## src/rtl/bit_timer_pkg.sv

```systemverilog
// Shared types and constants for the bit timer family.
package bit_timer_pkg;

  typedef enum logic {
    IDLE = 1'b0,
    RUN  = 1'b1
  } state_t;

  // Smallest usable bit period; 0 and 1 both collapse to this.
  localparam int unsigned MIN_PERIOD = 1;

endpackage

```

## src/rtl/bit_timer_period_cnt.sv

```systemverilog
// Per-bit clock counter: counts 1..period, reloads to MIN_PERIOD, flags mid-bit and end-of-bit.
module bit_timer_period_cnt
  import bit_timer_pkg::*;
#(
  parameter int PERIOD_W = 14
) (
  input  logic                clk,
  input  logic                n_rst,
  input  logic                reload,
  input  logic                en,
  input  logic [PERIOD_W-1:0] period,
  input  logic [PERIOD_W-1:0] half,
  output logic                sample_hit,
  output logic                period_hit
);

  logic [PERIOD_W-1:0] cnt_reg;

  always_ff @(posedge clk) begin
    if (!n_rst || reload) begin
      cnt_reg <= PERIOD_W'(MIN_PERIOD);
    end else if (en) begin
      cnt_reg <= cnt_reg + PERIOD_W'(1);
    end
  end

  assign sample_hit = (cnt_reg == half);
  assign period_hit = (cnt_reg == period);

endmodule

```

## src/rtl/bit_timer_flex.sv

```systemverilog
// Bit timer: mid-bit sample, end-of-bit shift and packet-done strobes with per-packet latched timing.
module bit_timer_flex
  import bit_timer_pkg::*;
#(
  parameter int PERIOD_W = 14,
  parameter int COUNT_W  = 5
) (
  input  logic                clk,
  input  logic                n_rst,
  input  logic                start,
  input  logic                abort,
  input  logic                resync,
  input  logic                continuous,
  input  logic [PERIOD_W-1:0] bit_period,
  input  logic [COUNT_W-1:0]  data_size,
  output logic                sample_strobe,
  output logic                shift_strobe,
  output logic                packet_done,
  output logic [COUNT_W-1:0]  bit_index,
  output logic                busy
);

  state_t              state_reg, state_next;
  logic [PERIOD_W-1:0] period_q, half_q;
  logic [COUNT_W-1:0]  bits_q, bit_cnt;
  logic [PERIOD_W-1:0] period_eff, half_raw, half_eff;
  logic                run, sample_hit, period_hit;
  logic                shift_now, done_now, start_go, relaunch, latch_now, cnt_reload;

  assign run       = (state_reg == RUN);
  assign shift_now = run && period_hit;
  // Done is decided before bit_cnt increments, so an all-ones data_size never wraps.
  assign done_now  = shift_now && (bit_cnt == bits_q);
  assign start_go  = !run && start && !abort;
  assign relaunch  = done_now && continuous && !abort;
  assign latch_now = start_go || relaunch;

  assign period_eff = (bit_period < PERIOD_W'(MIN_PERIOD)) ? PERIOD_W'(MIN_PERIOD) : bit_period;
  assign half_raw   = period_eff >> 1;
  assign half_eff   = (half_raw < PERIOD_W'(MIN_PERIOD)) ? PERIOD_W'(MIN_PERIOD) : half_raw;

  // Idle holds the counter at its start value so the first bit is exactly period_q long.
  assign cnt_reload = !run || abort || shift_now || resync;

  bit_timer_period_cnt #(
    .PERIOD_W(PERIOD_W)
  ) u_period_cnt (
    .clk       (clk),
    .n_rst     (n_rst),
    .reload    (cnt_reload),
    .en        (run),
    .period    (period_q),
    .half      (half_q),
    .sample_hit(sample_hit),
    .period_hit(period_hit)
  );

  always_comb begin
    state_next = state_reg;
    if (abort) begin
      state_next = IDLE;
    end else if (!run) begin
      if (start) state_next = RUN;
    end else if (done_now && !continuous) begin
      state_next = IDLE;
    end
  end

  always_ff @(posedge clk) begin
    if (!n_rst) begin
      state_reg <= IDLE;
    end else begin
      state_reg <= state_next;
    end
  end

  always_ff @(posedge clk) begin
    if (!n_rst) begin
      period_q <= PERIOD_W'(MIN_PERIOD);
      half_q   <= PERIOD_W'(MIN_PERIOD);
      bits_q   <= '0;
    end else if (latch_now) begin
      period_q <= period_eff;
      half_q   <= half_eff;
      bits_q   <= data_size;
    end
  end

  always_ff @(posedge clk) begin
    if (!n_rst || abort) begin
      bit_cnt <= '0;
    end else if (start_go || done_now) begin
      bit_cnt <= '0;
    end else if (shift_now) begin
      bit_cnt <= bit_cnt + COUNT_W'(1);
    end
  end

  assign sample_strobe = run && sample_hit && !abort;
  assign shift_strobe  = shift_now && !abort;
  assign packet_done   = done_now && !abort;
  assign bit_index     = bit_cnt;
  assign busy          = run;

endmodule

```

## config.mk

```make
export PLATFORM = sky130hd
export DESIGN_NAME = bit_timer_flex
export DESIGN_NICKNAME = d
export VERILOG_FILES = /design/src/rtl/bit_timer_pkg.sv /design/src/rtl/bit_timer_period_cnt.sv /design/src/rtl/bit_timer_flex.sv
export SDC_FILE = /design/constraint.sdc
export NUM_CORES = 1
export LEC_CHECK = 0
export BUFFER_PORTS_ARGS = -buffer_cell sky130_fd_sc_hd__buf_4
export CORE_MARGIN = 1
export CORE_UTILIZATION = 40
export CTS_BUF_LIST = sky130_fd_sc_hd__clkbuf_4
export DETAILED_ROUTE_END_ITERATION = 7
export GPL_TIMING_DRIVEN = 0
export SLEW_MARGIN = 20
export SYNTH_ARGS = -nofsm -noshare
export SYNTH_HDL_FRONTEND = slang
export SYNTH_SLANG_ARGS = --single-unit
```

## constraint.sdc

```tcl
create_clock -name clk -period 2.9 [get_ports clk]
set_clock_uncertainty 0.1 [all_clocks]
set_input_delay 0.145 -clock clk [delete_from_list [all_inputs] [get_ports clk]]
set_output_delay 0.145 -clock clk [all_outputs]
set_load 0.1 [all_outputs]
```

==> impl_metrics.yaml <==
timing:
  hold_viol: 0
  worst_slew_pin_slew_ns: 0.794
  min_period_ns: 2.70
  slew_violations: 0
  tns_ns: 0
  worst_slack_ns: 0.196
  slew_headroom_pct: 46.6
  final-setup-viol-count: 0
  rsz0062_at_grt: "no"
  holdWs_ns: 0.0398
  fmax_mhz: 370
  min_period_over_period_pct: 93.2
floorplanning:
  num_rows: 29
  die_w_um: 83.8
  initial_utilization_pct: 41.9
  pin_count: 34
  core_um2: 6390
  fp.dieArea_um2: 7020
  die_height_um: 83.8
placed_design:
  gp_congestion: 0.770
  place_ws_ns: 0.557
  place_area_um2: 3030
  portBuffers: 32
  hpwl_mm: 4.59
cells_and_area:
  n_fill_cell: 613
  antennaDiodeCount: 0
  nets: 381
  area_delta_synth_final_pct: 23.8
  final_cell_mix: "nand2_1 (58), dfxtp_1 (52), buf_4 (33), mux2i_1 (33), xnor2_1 (28)"
  mostFrequentLayoutCell: "nand2_1"
  drive_gt1_share_pct: 17.2
  fin_area_um2: 3310
synthesis:
  syn_area_um2: 2670
  synth_seq_cells: 52
  ys_seq_area_share_pct: 38.9
  syn_nets: 321
  synth.distinct_cells: 33
  synthTopCellsByArea: "dfxtp_1 (39%), mux2i_1 (12%), xnor2_1 (9.2%)"
  post-synth-top-area-cell: "dfxtp_1"
  yosysTopAreaCellShare_pct: 38.9
  avgSynthCellArea_um2: 9.09
  yosysWarningCount: 0
  synth_cells: 294
cts:
  cts_buffers: 5
  cts-root-buf: "clkbuf_4"
  cts_htree_levels: 2
  cts_resized: 0
  cts_tree: "built"
  clkTransAtPathRegs_ns: 0.16
  cts_max_path_buffers: 2
  clock_latency_ns: 0.38
  cts.sinks: 52
route:
  wl_per_cell_um: 14.5
  routed.top_layer: "met4"
  ant_nets: 0
  drt-initial-drc-count: 137
  via_per_inst: 5.06
  wl_met2_mm: 2.98
  vias: 2185
  wl_met3_um: 166
  routed_wl_mm: 6.28
  m1WireLength_mm: 3.09
  dr.pass1.iters: 4
  drc: 0
global_route:
  grt_pass1_vias: 2144
  grt_pass1_wl_mm: 10.6
  gr-total-overflow: 0
  antenna_found_initial: 0
  grt_usage_pct: 18.9
  grt_max_degree: 18
pwr:
  p_total_mw: 1.34
  ir_drop_mv: 0.198
  p_leak_nw: 1.26
  p_per_area_nw_per_um2: 404
critical_path:
  cp.arrival_ns: 2.90
  worstPathMaxFanout: 9
  path_class: "flop to flop"
  end_kind: "flop"
  required_ns: 3.09
  cp-start-kind: "flop"
flow_run:
  maxCapViolations: 0
min_path:
  hold_path_class: "primary input to flop"
status:
  status: "finished, final reports clean"
## worst paths after layout
path | startpoint | to | slack, ns | cells after the start
hold reg to reg | bits_q[4] | bits_q[4] | 0.38 | 2
hold / removal | abort | busy | 0.04 | 3
setup reg to reg | u_period_cnt.cnt_reg[4] | busy | 0.20 | 7
setup / recovery | u_period_cnt.cnt_reg[4] | busy | 0.20 | 7
## logic make-up (layout without fill, tap and decap cells)
logic type / Yosys count / after routing / share of synthesized area [%]
and+or+nand+nor: 128 / 128 / 22.6
DFF: 52 / 52 / 38.9
xor gates and xnor gates: 44 / 44 / 15.3
muxes: 33 / 33 / 12.4
buffers and inverters: 21 / 82 / 6.18
AOI/OAI and AO/OA: 14 / 14 / 3.79
adders and majority gates: 2 / 2 / 0.936
## power breakdown
group,switching (mW),internal [mW],total (mW),leakage (nW)
logic,0.118,0.112,0.231,0.806
clock network,0.247,0.0986,0.345,0.0356
registers,0.0215,0.740,0.762,0.423
## final cells by class
cell class	count	area (um^2)	area share (%)
Clock buffer	5	37.5	1.13
Clock inverter	3	22.5	0.681
Timing Repair Buffer	54	460	13.9
Tap cell	77	96.3	2.91
Inverter	3	11.3	0.340
Multi-Input combinational cell	221	1490	45.0
Sequential cell	52	1040	31.5
Buffer	17	150	4.54
## critical path, cell delays in order, from the launching register on
cell and delay [ns]:
dfxtp_1 0.51, xnor2_1 0.21, nand4_1 0.18, or4_1 0.49, buf_2 0.20, o32ai_1 0.30
dlygate4sd3_1 0.59, nor2b_1 0.04
## cells in the mapped netlist (all sizes together)
| cell | number |
|---|---|
| nand2 | 58 |
| dfxtp | 52 |
| mux2i | 33 |
| xnor2 | 31 |
| nor2 | 23 |
| xor2 | 13 |
| nand3 | 12 |
| nand4 | 12 |
| buf | 11 |
| clkbuf | 7 |
| a21oi | 6 |
| nor3 | 5 |
| nor2b | 4 |
| nor4 | 4 |
| o21ai | 4 |
| and3 | 3 |
| inv | 3 |
| nand4b | 3 |
| a21boi | 2 |
| ha | 2 |
| o32ai | 2 |
| or4 | 2 |
| nand3b | 1 |
| or2 | 1 |
## stage by stage
stage	instances	utilization, %
detailed placement	403	47.5
finish	432	51.8
global route	432	51.8
floorplan	294	-
global placement	403	47.5
CTS	433	51.9
## layer usage
metal / track usage, % / vias up
met5: 0 / -
met2: 30.7 / 38
met3: 3.56 / 4
met1: 26.0 / 1033
li1: - / 1110
met4: 4.62 / 0
## timing repair
item                                    in CTS  in global routing
endpoints found under the setup margin       0                  2
endpoints found under the hold margin       36                  0
hold buffers                                22                  0
buffers inserted                             0                  0
Note: power is estimated with default switching activity, not from simulation.
